File: config.mk
export PLATFORM = sky130hd
export DESIGN_NAME = imem_loader
export DESIGN_NICKNAME = d
export VERILOG_FILES = /design/src/rtl/imem_loader.sv
export SDC_FILE = /design/constraint.sdc
export NUM_CORES = 1
export LEC_CHECK = 0
export CAP_MARGIN = 20
export CORE_ASPECT_RATIO = 0.7
export CORE_UTILIZATION = 25
export DETAILED_ROUTE_END_ITERATION = 12
export GPL_TIMING_DRIVEN = 0
export PLACE_DENSITY = 0.4
export SLEW_MARGIN = 20
export SYNTH_ARGS = -nofsm -noshare
export SYNTH_HDL_FRONTEND = slang
export SYNTH_SLANG_ARGS = --single-unit
File: constraint.sdc
create_clock -name Clk -period 9.68 [get_ports Clk]
set_clock_uncertainty 0.15 [all_clocks]
set_input_delay 2.904 -clock Clk [delete_from_list [all_inputs] [get_ports Clk]]
set_output_delay 2.904 -clock Clk [all_outputs]
set_load 0.01 [all_outputs]
File: src/rtl/imem_loader.sv
// ============================================================================
// imem_loader -- boot loader: fills instruction memory from a byte stream and
// holds the core in reset until the image is written.
// Optional: define IMEM_LOADER_CHECKSUM_EN for a trailing XOR checksum byte.
// Revision: 1.0
// ============================================================================
`default_nettype none

module imem_loader #(
  parameter int DEPTH = 1024
) (
  input  logic                     Clk,
  input  logic                     Rst,
  input  logic                     In_Valid,
  input  logic [7:0]               In_Data,
  output logic                     In_Ready,
  input  logic                     Start,
  output logic                     Mem_WE,
  output logic [$clog2(DEPTH)-1:0] Mem_Addr,
  output logic [31:0]              Mem_WData,
  output logic                     Core_En,
  output logic                     Error,
  output logic [15:0]              Words_Loaded
);

  localparam int ADDR_W = $clog2(DEPTH);
  localparam logic [ADDR_W-1:0] ADDR_ONE = 1;
  localparam logic [16:0] DEPTH_W = 17'(DEPTH);

  localparam logic [2:0] ST_LEN_LO = 3'd0;
  localparam logic [2:0] ST_LEN_HI = 3'd1;
  localparam logic [2:0] ST_DATA   = 3'd2;
`ifdef IMEM_LOADER_CHECKSUM_EN
  localparam logic [2:0] ST_CHK    = 3'd4;
`else
  localparam logic [2:0] ST_WAIT   = 3'd3;
`endif
  localparam logic [2:0] ST_DONE   = 3'd5;
  localparam logic [2:0] ST_ERROR  = 3'd6;

  logic [2:0]        state_q, state_d;
  logic [15:0]       n_q, n_d;
  logic [1:0]        byte_cnt_q, byte_cnt_d;
  logic [23:0]       word_buf_q, word_buf_d;
  logic              mem_we_q, mem_we_d;
  logic [ADDR_W-1:0] mem_addr_q, mem_addr_d;
  logic [31:0]       mem_wdata_q, mem_wdata_d;
  logic              core_en_q, core_en_d;
  logic [15:0]       words_q, words_d;
`ifdef IMEM_LOADER_CHECKSUM_EN
  logic [7:0]        xor_q, xor_d;
`endif

  logic        accept;
  logic [15:0] n_len;
  logic        in_ready;

  always_comb begin
    in_ready = (state_q == ST_LEN_LO) || (state_q == ST_LEN_HI) ||
`ifdef IMEM_LOADER_CHECKSUM_EN
               (state_q == ST_CHK) ||
`endif
               (state_q == ST_DATA);
  end

  assign accept = In_Valid && in_ready;

  always_comb begin
    state_d     = state_q;
    n_d         = n_q;
    byte_cnt_d  = byte_cnt_q;
    word_buf_d  = word_buf_q;
    mem_we_d    = 1'b0;
    mem_addr_d  = mem_addr_q;
    mem_wdata_d = mem_wdata_q;
    words_d     = words_q;
    n_len       = {In_Data, n_q[7:0]};
    // Core_En lags DONE by one cycle so the final write settles before fetch.
    core_en_d   = (state_q == ST_DONE) && !Start;
`ifdef IMEM_LOADER_CHECKSUM_EN
    xor_d       = xor_q;
`endif

    if (mem_we_q) begin
      mem_addr_d = mem_addr_q + ADDR_ONE;
      words_d    = words_q + 16'd1;
    end

    case (state_q)
      ST_LEN_LO: begin
        if (accept) begin
          n_d[7:0] = In_Data;
          state_d  = ST_LEN_HI;
        end
      end
      ST_LEN_HI: begin
        if (accept) begin
          n_d = n_len;
          if ({1'b0, n_len} > DEPTH_W) begin
            state_d = ST_ERROR;
          end else if (n_len == 16'd0) begin
`ifdef IMEM_LOADER_CHECKSUM_EN
            state_d = ST_CHK;
`else
            state_d = ST_DONE;
`endif
          end else begin
            state_d = ST_DATA;
          end
        end
      end
      ST_DATA: begin
        if (accept) begin
          byte_cnt_d = byte_cnt_q + 2'd1;
`ifdef IMEM_LOADER_CHECKSUM_EN
          xor_d = xor_q ^ In_Data;
`endif
          case (byte_cnt_q)
            2'd0: word_buf_d[7:0]   = In_Data;
            2'd1: word_buf_d[15:8]  = In_Data;
            2'd2: word_buf_d[23:16] = In_Data;
            default: begin
              mem_wdata_d = {In_Data, word_buf_q};
              mem_we_d    = 1'b1;
              // No write can be pending here, so words_q indexes this word.
              if (words_q + 16'd1 == n_q) begin
`ifdef IMEM_LOADER_CHECKSUM_EN
                state_d = ST_CHK;
`else
                state_d = ST_WAIT;
`endif
              end
            end
          endcase
        end
      end
`ifdef IMEM_LOADER_CHECKSUM_EN
      ST_CHK: begin
        if (accept) begin
          state_d = (In_Data == xor_q) ? ST_DONE : ST_ERROR;
        end
      end
`else
      ST_WAIT: begin
        state_d = ST_DONE;
      end
`endif
      ST_DONE, ST_ERROR: begin
        if (Start) begin
          state_d    = ST_LEN_LO;
          n_d        = 16'd0;
          byte_cnt_d = 2'd0;
          mem_addr_d = '0;
          words_d    = 16'd0;
`ifdef IMEM_LOADER_CHECKSUM_EN
          xor_d      = 8'd0;
`endif
        end
      end
      default: state_d = ST_LEN_LO;
    endcase
  end

  always_ff @(posedge Clk or posedge Rst) begin
    if (Rst) begin
      state_q     <= ST_LEN_LO;
      n_q         <= 16'd0;
      byte_cnt_q  <= 2'd0;
      word_buf_q  <= 24'd0;
      mem_we_q    <= 1'b0;
      mem_addr_q  <= '0;
      mem_wdata_q <= 32'd0;
      core_en_q   <= 1'b0;
      words_q     <= 16'd0;
`ifdef IMEM_LOADER_CHECKSUM_EN
      xor_q       <= 8'd0;
`endif
    end else begin
      state_q     <= state_d;
      n_q         <= n_d;
      byte_cnt_q  <= byte_cnt_d;
      word_buf_q  <= word_buf_d;
      mem_we_q    <= mem_we_d;
      mem_addr_q  <= mem_addr_d;
      mem_wdata_q <= mem_wdata_d;
      core_en_q   <= core_en_d;
      words_q     <= words_d;
`ifdef IMEM_LOADER_CHECKSUM_EN
      xor_q       <= xor_d;
`endif
    end
  end

  assign In_Ready     = in_ready;
  assign Mem_WE       = mem_we_q;
  assign Mem_Addr     = mem_addr_q;
  assign Mem_WData    = mem_wdata_q;
  assign Core_En      = core_en_q;
  assign Error        = (state_q == ST_ERROR);
  assign Words_Loaded = words_q;

endmodule

`default_nettype wire

# Word-level counts from Yosys, hierarchy flattened
# Cells that the tools add are included.
# word_totals
wordCells	79
input_bits	12
regBits	105
# classes
n_lt_le_gt_ge	1
n_addsub	3
muxes	26
reduce_logical	21
bitwise_logic	2
n_eq_ne	14
# ops
operator	n
$mux W16	5
$mux W10	3
$mux W3	8
$pmux W8 S3	1
$reduce_and A3 Y1	6
$add A16 B1 Y16 const B	1
$eq A16 B16 Y1	1
$gt A16 B11 Y1 const B	1
$logic_not A16 Y1	1
$pmux W8 S2	1
$pmux W3 S5	1
$add A10 B1 Y10 const B	1
$ne A2 B2 Y1 const B	5
$mux W8	1
$eq A3 B2 Y1 const B	2
$eq A3 B3 Y1 const B	2
$reduce_and A6 Y1	1
$reduce_bool A2 Y1	3
$mux W2	2
$pmux W2 S2	1
$reduce_and A4 Y1	1
$eq A3 B1 Y1 const B	1
$logic_not A3 Y1	1
$mux W1	3
11 further kinds	14

# Longest topological paths before layout
# logic_depth
word_depth	6
ltp_mapped	9

# Worst setup path after synthesis
# OpenSTA, ideal clock, no wires.
# synth_path
kind	input -> register
startpoint	input port In_Valid
endpoint	register state_q[0]
required_ns	9.402
arrival_time_ns	4.187
stages	7
setup_ns	0.128
setup_slack_ns	5.215
path_cell_list	nor2b_1 > nand3_1 > nor4_1 > nand4_1 > nor4b_2 > a31oi_1 > mux2_1
# synth_via
elab_chain_len	3
# synth_rtl
element	line	source
start: declaration	14	input logic In_Valid,
$logic_and A1 B1 Y1 (*)	66	assign accept = In_Valid && in_ready;
$ne A2 B2 Y1 (no line)	-	
$reduce_and A6 Y1 (no line) (*)	-	
end signal: assignment	179	state_q <= state_d;
end: declaration	41	logic [2:0] state_q, state_d;
# Mark *: on every way between the ends. The rest lies on a longest branch, timed or not.
# A chain may end at the register's enable or synchronous reset.

# Worst setup path after layout
# Same ends and word-level chain as after synthesis.

==> reports/qor_table.md <==
| Quantity | This run |
|:---|:---|
| Data required time at the worst endpoint | 9760 ps |
| Reg2reg path depth | 8 |
| Ranking of synthesized cells by instance count | sky130_fd_sc_hd__dfrtp_1, sky130_fd_sc_hd__mux2_2, sky130_fd_sc_hd__nand2_1 |
| Most common flop cell mapped by yosys | sky130_fd_sc_hd__dfrtp_1 |
| Core area | 19200 um^2 |
| Total power after layout | 1.74 mW |
| Buf+Inv Stages, Crit Path | 1 |
| Clock latency on the worst-skew pair | 350 ps |
| Net count after synthesis | 462 |
| Highest net fanout along the worst path | 4 |
| Number of stages on the worst hold path | 1 |
| Reg-to-reg critical path startpoint | Words_Loaded[0]$_DFF_PP0_ |
| Count of instances resized after the clock tree is built | 0 |
| Fraction of post-synthesis cell area in the top cell type by area | 52.7% |
| Worst-case clock buffer depth | 2 |
| Area used by multi-input combinational logic | 2210 um^2 |
| Port-buffer cells | 72 |
| Die area | 20500 um^2 |
| Sequential Area | 2630 um^2 |
| Horizontal die dimension | 171 um |
| Leakage Power | 2.82 nW |
| Routed via count | 3575 |
| Antenna violations before repair | 0 |
| Total power density per cell area | 274 nW/um^2 |
| Worst hold start | word_buf_q[5]$_DFFE_PP0P_ |
| Effective utilization at floorplan | 25.9% |
| GP Congestion | 0.777 |
| CTS root buffer | sky130_fd_sc_hd__clkbuf_16 |
| Overall overflow remaining after global route | 0 |
| Fill cell count | 2044 |
| Vias in the first global route | 3510 |
| Cts bufs inserted | 9 |
| Wire length of the first global-routing pass | 20200 um |
| Leading cell types by total area after synthesis | sky130_fd_sc_hd__dfrtp_1, sky130_fd_sc_hd__mux2_2, sky130_fd_sc_hd__xor2_1, sky130_fd_sc_hd__nand2_1, sky130_fd_sc_hd__nor2_1 |
| Clock-pin slew of the registers on the worst-case setup and hold paths | 80 ps |
| Path type of the worst setup path | in2reg |
| Initial DRC count | 196 |
| Number of post-CTS setup repair buffers | 0 |
| Total global routing track utilization | 13.1% |
| Count of mapped cells out of synthesis | 444 |
| Number of hold violations in the final report | 0 |
| Worst min-delay path category | reg2reg |
| Post-detailed-route via-to-cell ratio | 4.48 |
| Cell area after synthesis | 4990 um^2 |
| Number of synthesized register bits | 105 |
| Clock tree from TritonCTS | done |
| Number of placement rows | 42 |
| Count of flip-flops with a built-in enable after synthesis | 0 |
| Async set-or-reset flop fraction in the synthesized netlist | 100% |
| Final critical-path setup slack | 4530 ps |
| Total Negative Setup Slacks | 0 ps |
| Count of TritonRoute iterations in the first routing pass | 4 |
| Final net count | 546 |
| Endpoint of the worst-slack reg-to-reg timing path | state_q[0]$_DFFE_PP0P_ |
| Final period util | 53.3% |
| Min Clock Period, post-route | 5150 ps |
| Slowest Stage Delay on Critical Path | 480 ps |
| Achievable Freq | 0.194 GHz |
| Post-detailed-route count of antenna-violating nets | 0 |
| Minimum setup slack among reg-to-reg paths | 6880 ps |
| Worst Max-Slew Pin Slew | 635 ps |
| Cell-by-cell listing of the critical path | clkdlybuf4s50_1, nor2b_1, nand3_1, nor4_1, nand4_1, nor4b_2, a31oi_1, mux2_1 |
| Layout cell share with drive strength beyond 1 | 18.9% |
| Total clock sinks | 105 |
| Worst setup slack before clock tree synthesis | 4150 ps |
| Setup violations, final | 0 |
| H-tree levels | 3 |
| Crit path max-delay family | simple AND/OR/NAND/NOR gates |
| Critical Path End Type | flop |
| Remaining max-slew budget at the tightest pin | 57.7% |
| Min-Delay Endpoint | Mem_WData[5]$_DFFE_PP0P_ |
| Type of origin of the critical path | input pin |
| Hold-fix buffers at CTS | 0 |
| Signed area change from the synthesized netlist to the final layout | 27.4% |
| Final wirelength | 12600 um |
| Max-cap violation count | 0 |
| Status | finished clean |
| Maximum VDD drop | 0.0000982 V |
| Io pins | 74 |
| Wire per inst | 15.7 um |
| Mapped Avg Cell Area | 11.2 um^2 |
| Number of warnings issued by yosys | 0 |
| Vertical extent of the die | 120 um |
| Slowest cell on the critical path | sky130_fd_sc_hd__clkdlybuf4s50_1 |
| Drt drc | 0 |
| Arr. time, crit path | 5240 ps |
| Sequential cell area fraction in the yosys report | 52.7% |
| Final HPWL from detailed placement | 9080 um |
| Setup repair after global routing missed its margin | no |
| Largest area contributor in the synthesized netlist | sky130_fd_sc_hd__dfrtp_1 |
| Number of slew-limit violations in the final report | 0 |
| Number of distinct library cells after synthesis | 51 |
| Largest net degree at the start of global routing | 75 |
| Cell with the most instances after synthesis | sky130_fd_sc_hd__dfrtp_1 |
[per-layer routing]
layer	global-route usage (%)	wire length (um)
met1	20.4	6840
met2	18.3	5030
met3	2.67	584
met4	2.87	110
met5	0	0
[how the worst max path moves through the flow]
stage | start | endpoint | slack [ps] | depth (start not counted)
global placement | Rst | Mem_WData[22]$_DFFE_PP0P_ | 2080 | 2
finish | In_Valid | state_q[0]$_DFFE_PP0P_ | 4530 | 8
detailed placement | In_Valid | state_q[0]$_DFFE_PP0P_ | 4150 | 8
floorplan | Rst | Core_En$_DFF_PP0_ | 3870 | 1
CTS | In_Valid | state_q[0]$_DFFE_PP0P_ | 4520 | 8
global route | In_Valid | state_q[0]$_DFFE_PP0P_ | 4320 | 8
[placed cells by master, fill, tap and decap left out, types with 10 or more instances in the layout]
master	netlist	final
sky130_fd_sc_hd__nor2_1	41	41
sky130_fd_sc_hd__nand2_1	53	53
sky130_fd_sc_hd__mux2_2	56	56
sky130_fd_sc_hd__clkbuf_1	9	10
sky130_fd_sc_hd__xnor2_1	16	16
sky130_fd_sc_hd__o21ai_0	24	24
sky130_fd_sc_hd__clkdlybuf4s50_1	0	72
sky130_fd_sc_hd__xor2_1	27	27
sky130_fd_sc_hd__dfrtp_1	105	105
sky130_fd_sc_hd__nand3_1	12	12
[where the power goes]
part,leakage [nW],total (mW),internal [mW],switching [mW]
registers,1.39,0.743,0.603,0.140
logic,1.29,0.647,0.347,0.300
clock network,0.135,0.352,0.179,0.174
total,2.82,1.74,1.13,0.614
[per-stage QoR]
step | area (um^2) | hold slack [ps] | utilization [%] | cells
floorplan | 4990 | 325 | - | 444
detailed placement | 6070 | 339 | 31.6 | 781
global placement | 6040 | 334 | 31.4 | 780
CTS | 6350 | 354 | 33.0 | 797
finish | 6350 | 348 | 33.0 | 798
global route | 6350 | 366 | 33.0 | 797
[sequential cells by signal, summed over array words and instances (netlist names)]
name	flops
Core_En	1
Mem_Addr	10
Mem_WData	32
Mem_WE	1
Words_Loaded	16
byte_cnt_q	2
n_q	16
state_q	3
word_buf_q	24
[area by class of cell]
type / count / area share, %
inverter: 7 / 0.493
sequential: 105 / 41.4
clock buffer: 10 / 3.61
tap: 264 / 5.20
multi-input combinational: 311 / 34.8
clock inverter: 6 / 0.788
buffer: 21 / 1.95
timing repair buffer: 73 / 11.8
antenna: 1 / 0.0394
[kinds of logic (layout without fill, tap and decap cells)]
kind of cell	Yosys count	count (layout)	share of synthesized area, %
AO/OA/AOI/OAI	48	48	5.97
XOR/XNOR	43	43	7.55
adder cells (fa/ha/maj)	6	6	1.51
buffers and inverters	28	117	3.01
flip-flops	105	105	52.7
multiplexers	59	59	13.3
other	0	1	0
AND/OR/NAND/NOR	155	155	16.0
Note: power is estimated with default switching activity, not from simulation.
